--- config.mk ---
export PLATFORM = sky130hd
export DESIGN_NAME = uart_fifo_irq
export DESIGN_NICKNAME = d
export VERILOG_FILES = /design/src/rtl/uart_fifo_irq.sv
export SDC_FILE = /design/constraint.sdc
export NUM_CORES = 1
export LEC_CHECK = 0
export CORE_MARGIN = 3
export CORE_UTILIZATION = 50
export DETAILED_ROUTE_END_ITERATION = 7
export PLACE_DENSITY = 0.69
export SETUP_SLACK_MARGIN = 0.2
export SYNTH_ARGS = -nofsm -noshare
export SYNTH_HDL_FRONTEND = slang
export SYNTH_SLANG_ARGS = --single-unit
--- constraint.sdc ---
create_clock -name clk -period 4.51 [get_ports clk]
set_clock_uncertainty 0.05 [all_clocks]
set_input_delay 0.6765 -clock clk [delete_from_list [all_inputs] [get_ports clk]]
set_output_delay 0.6765 -clock clk [all_outputs]
set_load 0.05 [all_outputs]
--- src/rtl/uart_fifo_irq.sv ---
// ============================================================================
//  uart_fifo_irq
//  16550-style RX/TX FIFOs with per-entry error tracking, trigger levels,
//  character timeout and prioritised IIR/LSR interrupt logic.
//  Rev 1.0
// ============================================================================
`default_nettype none

module uart_fifo_irq #(
  parameter int DEPTH      = 16,
  parameter int TOUT_TICKS = 640
) (
  input  logic                   clk,
  input  logic                   rst,
  input  logic                   fifo_en,
  input  logic [1:0]             rx_trig,
  input  logic                   rx_clr,
  input  logic                   tx_clr,
  input  logic [3:0]             ier,
  input  logic                   tick16,
  input  logic                   rx_push,
  input  logic [7:0]             rx_din,
  input  logic                   rx_perr,
  input  logic                   rx_ferr,
  input  logic                   rx_brk,
  input  logic                   rbr_rd,
  input  logic                   lsr_rd,
  input  logic                   iir_rd,
  output logic [7:0]             rbr_dout,
  input  logic                   tx_wr,
  input  logic [7:0]             tx_din,
  input  logic                   tx_pop,
  input  logic                   tx_busy,
  output logic [7:0]             tx_dout,
  output logic                   tx_empty,
  output logic [$clog2(DEPTH):0] rx_count,
  output logic [$clog2(DEPTH):0] tx_count,
  output logic [7:0]             lsr,
  output logic [7:0]             iir,
  output logic                   irq
);

  localparam int CW = $clog2(DEPTH) + 1;
  localparam int AW = $clog2(DEPTH);
  localparam int TW = $clog2(TOUT_TICKS + 1);

  // Registered copy of FCR[0]: the active mode, and its mismatch flags a change.
  logic          r_fen;
  logic          w_fen_chg;
  logic [CW-1:0] w_cap;
  logic          w_unused;

  assign w_fen_chg = (fifo_en != r_fen);
  assign w_cap     = r_fen ? CW'(DEPTH) : CW'(1);
  assign w_unused  = ier[3];

  always_ff @(posedge clk or posedge rst) begin
    if (rst) r_fen <= 1'b0;
    else     r_fen <= fifo_en;
  end

  // ---------------- RX FIFO ----------------
  logic [10:0]   r_rx_mem [DEPTH];
  logic [AW-1:0] r_rx_wp, r_rx_rp;
  logic [CW-1:0] r_rx_cnt, r_err_cnt;
  logic          r_mask, r_oe;
  logic          w_rx_empty, w_rx_full, w_rx_clr, w_rx_pop, w_rx_push, w_rx_ovr;
  logic [10:0]   w_rx_head, w_rx_in;
  logic [2:0]    w_head_flags;

  assign w_rx_empty   = (r_rx_cnt == '0);
  assign w_rx_full    = (r_rx_cnt >= w_cap);
  assign w_rx_clr     = rx_clr | w_fen_chg;
  assign w_rx_pop     = rbr_rd & !w_rx_empty;
  assign w_rx_push    = rx_push & (!w_rx_full | w_rx_pop);
  assign w_rx_ovr     = rx_push & w_rx_full & !w_rx_pop;
  assign w_rx_in      = {rx_brk, rx_ferr, rx_perr, rx_din};
  assign w_rx_head    = w_rx_empty ? 11'd0 : r_rx_mem[r_rx_rp];
  assign w_head_flags = r_mask ? 3'b000 : w_rx_head[10:8];

  always_ff @(posedge clk) begin
    if (w_rx_push && !w_rx_clr) r_rx_mem[r_rx_wp] <= w_rx_in;
  end

  always_ff @(posedge clk or posedge rst) begin
    if (rst) begin
      r_rx_wp   <= '0;
      r_rx_rp   <= '0;
      r_rx_cnt  <= '0;
      r_err_cnt <= '0;
    end else if (w_rx_clr) begin
      r_rx_wp   <= '0;
      r_rx_rp   <= '0;
      r_rx_cnt  <= '0;
      r_err_cnt <= '0;
    end else begin
      if (w_rx_push) r_rx_wp <= r_rx_wp + 1'b1;
      if (w_rx_pop)  r_rx_rp <= r_rx_rp + 1'b1;
      r_rx_cnt  <= r_rx_cnt + CW'(w_rx_push) - CW'(w_rx_pop);
      r_err_cnt <= r_err_cnt + CW'(w_rx_push & (|w_rx_in[10:8]))
                             - CW'(w_rx_pop & (|w_rx_head[10:8]));
    end
  end

  // Head flags hidden after an LSR read; a new head (pop, or push into empty) unmasks.
  always_ff @(posedge clk or posedge rst) begin
    if (rst)                                  r_mask <= 1'b0;
    else if (w_rx_clr)                        r_mask <= 1'b0;
    else if (w_rx_pop || (w_rx_push && w_rx_empty)) r_mask <= 1'b0;
    else if (lsr_rd)                          r_mask <= 1'b1;
  end

  always_ff @(posedge clk or posedge rst) begin
    if (rst)            r_oe <= 1'b0;
    else if (w_fen_chg) r_oe <= 1'b0;
    else if (w_rx_ovr)  r_oe <= 1'b1;
    else if (lsr_rd)    r_oe <= 1'b0;
  end

  // ---------------- TX FIFO ----------------
  logic [7:0]    r_tx_mem [DEPTH];
  logic [AW-1:0] r_tx_wp, r_tx_rp;
  logic [CW-1:0] r_tx_cnt, w_tx_cnt_nxt;
  logic          w_tx_empty, w_tx_full, w_tx_clr, w_tx_pop, w_tx_push;

  assign w_tx_empty   = (r_tx_cnt == '0);
  assign w_tx_full    = (r_tx_cnt >= w_cap);
  assign w_tx_clr     = tx_clr | w_fen_chg;
  assign w_tx_pop     = tx_pop & !w_tx_empty;
  assign w_tx_push    = tx_wr & (!w_tx_full | w_tx_pop);
  assign w_tx_cnt_nxt = w_tx_clr ? '0 : (r_tx_cnt + CW'(w_tx_push) - CW'(w_tx_pop));

  always_ff @(posedge clk) begin
    if (w_tx_push && !w_tx_clr) r_tx_mem[r_tx_wp] <= tx_din;
  end

  always_ff @(posedge clk or posedge rst) begin
    if (rst) begin
      r_tx_wp  <= '0;
      r_tx_rp  <= '0;
      r_tx_cnt <= '0;
    end else begin
      r_tx_cnt <= w_tx_cnt_nxt;
      if (w_tx_clr) begin
        r_tx_wp <= '0;
        r_tx_rp <= '0;
      end else begin
        if (w_tx_push) r_tx_wp <= r_tx_wp + 1'b1;
        if (w_tx_pop)  r_tx_rp <= r_tx_rp + 1'b1;
      end
    end
  end

  // ---------------- Trigger level ----------------
  logic [CW-1:0] w_trig;

  always_comb begin
    w_trig = CW'(1);
    if (r_fen) begin
      case (rx_trig)
        2'b00:   w_trig = CW'(1);
        2'b01:   w_trig = CW'(DEPTH / 4);
        2'b10:   w_trig = CW'(DEPTH / 2);
        default: w_trig = CW'(DEPTH - 2);
      endcase
    end
  end

  // ---------------- Character timeout ----------------
  logic [TW-1:0] r_tout;
  logic          w_cti_pend;

  assign w_cti_pend = (r_tout == TW'(TOUT_TICKS));

  always_ff @(posedge clk or posedge rst) begin
    if (rst)
      r_tout <= '0;
    else if (rx_push || w_rx_pop || w_rx_clr || w_rx_empty)
      r_tout <= '0;
    else if (tick16 && r_fen && !w_cti_pend)
      r_tout <= r_tout + 1'b1;
  end

  // ---------------- THRE pending / IIR ----------------
  logic       r_ier1, r_thre_pend, r_irq;
  logic       w_thre_set, w_thre_clr;
  logic [3:0] w_iid;

  assign w_thre_set = (w_tx_cnt_nxt == '0) && ((r_tx_cnt != '0) || (ier[1] && !r_ier1));
  assign w_thre_clr = tx_wr || (iir_rd && (w_iid == 4'b0010));

  always_ff @(posedge clk or posedge rst) begin
    if (rst) begin
      r_ier1      <= 1'b0;
      r_thre_pend <= 1'b0;
      r_irq       <= 1'b0;
    end else begin
      r_ier1 <= ier[1];
      r_irq  <= !w_iid[0];
      if (w_thre_set)      r_thre_pend <= 1'b1;
      else if (w_thre_clr) r_thre_pend <= 1'b0;
    end
  end

  always_comb begin
    w_iid = 4'b0001;
    if (ier[2] && (r_oe || (|w_head_flags))) w_iid = 4'b0110;
    else if (ier[0] && (r_rx_cnt >= w_trig)) w_iid = 4'b0100;
    else if (ier[0] && w_cti_pend)           w_iid = 4'b1100;
    else if (ier[1] && r_thre_pend)          w_iid = 4'b0010;
  end

  // ---------------- Outputs ----------------
  assign rbr_dout = w_rx_head[7:0];
  assign tx_dout  = w_tx_empty ? 8'd0 : r_tx_mem[r_tx_rp];
  assign tx_empty = w_tx_empty;
  assign rx_count = r_rx_cnt;
  assign tx_count = r_tx_cnt;
  assign lsr      = {r_fen && (r_err_cnt != '0), w_tx_empty && !tx_busy, w_tx_empty,
                     w_head_flags[2], w_head_flags[1], w_head_flags[0], r_oe, !w_rx_empty};
  assign iir      = {r_fen, r_fen, 2'b00, w_iid};
  assign irq      = r_irq;

endmodule

`default_nettype wire

==> metrics.csv <==
metric;value;unit
met3_usage;3.30;%
hold_class;reg -> reg;
vdd_drop_max;0.000364;V
setup_slack;0.345;ns
cp-start-kind;flip-flop;
finalMaxSlewViolations;0;
grt_pass1_wl;47100;µm
drc_errors;0;
ios;82;
synth-seq-area-share;69.3;%
intPower;6.29;mW
synth_edf_count;304;
dp_hpwl;19100;µm
wl_per_cell;21.4;µm
worstPathCellList;mux4_1, a22oi_1, and3_1, a41o_2, nand2_1, clkdlybuf4s50_1;
portBuffers;78;
final.period_utilization;92.3;%
die_area;31800;µm²
slowest_delay;0.74;ns
root_buffer;clkbuf_16;
grt_overflow;0;
drtAntennaViolNets;0;
clkTransAtPathRegs;0.06;ns
final_nets;1065;
comb_power_share;28.8;%
core;29000;µm²
synth_area_leaders;edfxtp_1, mux4_2, dfrtp_1, ha_1, mux4_1;
multiInputGateArea;4230;µm²
hold_viol;0;
track_usage;19.5;%
clkLatencyLatePin;0.52;ns
rsz0062_at_grt;false;
routed_via_density;5.62;
avgSynthCellArea;17.2;µm²
layout_commonest_cell;edfxtp_1;
setup_viol;0;
critPathBufInv;1;
crit_family;buffers and inverters;
ys_types;56;
dr.pass1.iters;5;
setup_tns;0;ns
finalCriticalPeriod;4.16;ns
netlist.area_leader.share;61.4;%
fp.dieH;178;µm
cts_tree;yes;
drv_cap;0;
p_switching;2.92;mW
numClockSinks;351;
die_x;178;µm
gp_congestion;0.786;
p_sw_share;31.7;%
leakage;5.83;nW
crit_arrival;3.44;ns
grt.busiest_layer;met2;
cts_buffers;36;
setup.worst_path.end_class;output pin;
use_met1;26.5;%
cts_max_level;2;
grt_max_degree;48;
status;finished clean;
synth_ff_type;edfxtp_1;
diodes;0;
cp_max_fo;18;
layout_common_cells;edfxtp_1, clkdlybuf4s50_1, nor2_1, mux4_2, dfrtp_1;
sequentialPowerShare;40.5;%
register_area;10300;µm²
num_rows;62;
required;3.78;ns
slew_headroom;34.2;%
post-place-ws;0.612;ns
fillers;2183;
netlist_area;14900;µm²
synth_largest_area_cell;edfxtp_1;
grt_pass1_vias;8076;
postRouteWirelength;29800;µm
drive_above_1_share;15.2;%
power.share.clock;30.7;%
cts_buffer_depth;3;
vias;7836;
clock.fmax;240;MHz
start_util;51.3;%
async_flop_share;13.4;%
synth_seq_cells;351;
met2_usage;32.6;%
power.density;531;nW/µm²
synth_cells;867;
slowest_stage;clkdlybuf4s50_1;
syn2layout_area_growth;16.7;%
worst_pin_slew;0.985;ns
drt-initial-drc-count;597;
worstSetupPathType;reg -> out;
antenna_found_initial;0;
yosysWarnings;0;
worst register-to-register path, cell delays in order (launching register included):
cell and delay, ns:
dfrtp_1 0.51, inv_1 0.23, ha_1 0.32, nand3b_1 0.08, a41oi_1 0.13, o21ai_1 0.16, buf_4 0.16, and2_1 0.31
o31ai_1 0.17, ha_1 0.31, inv_1 0.04, ha_1 0.19, fa_1 0.41, a21oi_1 0.17, nor2_1 0.07, or3_1 0.34
a21oi_1 0.14
flip-flops by register name (all words and copies together) (netlist names):
signal,count
r_rx_mem,176
r_tx_mem,128
r_tout,10
r_err_cnt,5
rx_count,5
tx_count,5
r_rx_rp,4
r_rx_wp,4
r_tx_rp,4
r_tx_wp,4
irq,1
r_fen,1
r_ier1,1
r_mask,1
r_oe,1
r_thre_pend,1
final timing paths:
kind / start / end / slack, ns / cells past startpoint
max in group asynchronous: rst / r_rx_rp[0] / 3.05 / 2
max: r_rx_rp[0] / iir[2] / 0.35 / 6
min reg2reg: r_tout[9] / r_tout[9] / 0.50 / 2
min: r_tout[9] / r_tout[9] / 0.50 / 2
max reg2reg: r_fen / r_err_cnt[4] / 0.65 / 16
min in group asynchronous: rst / r_rx_rp[0] / 0.66 / 2
power by group through the flow:
stage	clock, mW	sequential (mW)	combinational (mW)
floorplan	0	3.85	1.79
global placement	0	3.79	2.64
detailed placement	0	3.80	2.65
CTS	2.89	3.73	2.67
global route	3.04	3.74	2.88
finish	2.83	3.73	2.65
cell usage after synthesis (4+ instances only):
master	number
clkbuf_1	17
and3_1	9
nor2b_1	6
nand3b_1	4
xnor2_1	11
inv_1	30
ha_1	40
nand3_1	16
buf_2	9
mux4_2	54
nor3_1	7
a21oi_1	15
nor2_1	71
buf_4	7
a22oi_1	4
o221ai_1	16
xor2_1	20
nand2b_1	7
mux4_1	14
and2_1	16
nand2_1	35
buf_6	4
o21ai_0	9
or3_1	4
a211oi_1	9
dfrtp_1	47
nand4_1	4
o22ai_1	8
edfxtp_1	304
mux2i_1	35
layout make-up:
type                            count  area share, %
Clock buffer                       48           5.70
Clock inverter                     16          0.793
Inverter                           31          0.670
Multi-Input combinational cell    445           24.4
Sequential cell                   351           59.4
Tap cell                          384           2.77
Timing Repair Buffer              119           6.26
through the flow:
stage / total power [mW] / utilization (%) / hold slack [ns] / instances / area [µm²]
2_1_floorplan: 5.64 / - / 0.444 / 868 / 14900
3_3_place_gp: 6.44 / 55.9 / 0.480 / 1330 / 16200
3_5_place_dp: 6.45 / 55.9 / 0.486 / 1330 / 16200
4_1_cts: 9.28 / 59.8 / 0.506 / 1394 / 17300
5_1_grt: 9.66 / 59.8 / 0.535 / 1394 / 17400
6_report: 9.21 / 59.8 / 0.498 / 1394 / 17400
logic make-up (layout without fill, tap and decap cells):
logic type | count (synthesis) | after routing | synth area share [%]
flip-flops | 351 | 351 | 69.3
AND/OR/NAND/NOR | 189 | 189 | 6.12
XOR/XNOR | 31 | 31 | 1.83
multiplexers | 103 | 103 | 13.0
adder cells (fa/ha/maj) | 43 | 43 | 3.77
buffers and inverters | 72 | 214 | 2.38
AO/OA/AOI/OAI | 77 | 77 | 3.58
other | 1 | 2 | 0.0252
repair_timing:
item,CTS,global route
buffers inserted,0,0
pin swaps,0,0
setup endpoints to repair,3,5
hold buffers,0,0
resized for setup,1,3
gates cloned,0,0
per-layer routing:
| layer | vias to the layer above | part of all wire [%] |
|---|---|---|
| li1 | 3603 | - |
| met1 | 3978 | 43 |
| met2 | 211 | 50 |
| met3 | 44 | 4.8 |
| met4 | 0 | 2.1 |
| met5 | - | 0 |
Note: power is estimated with default switching activity, not from simulation.
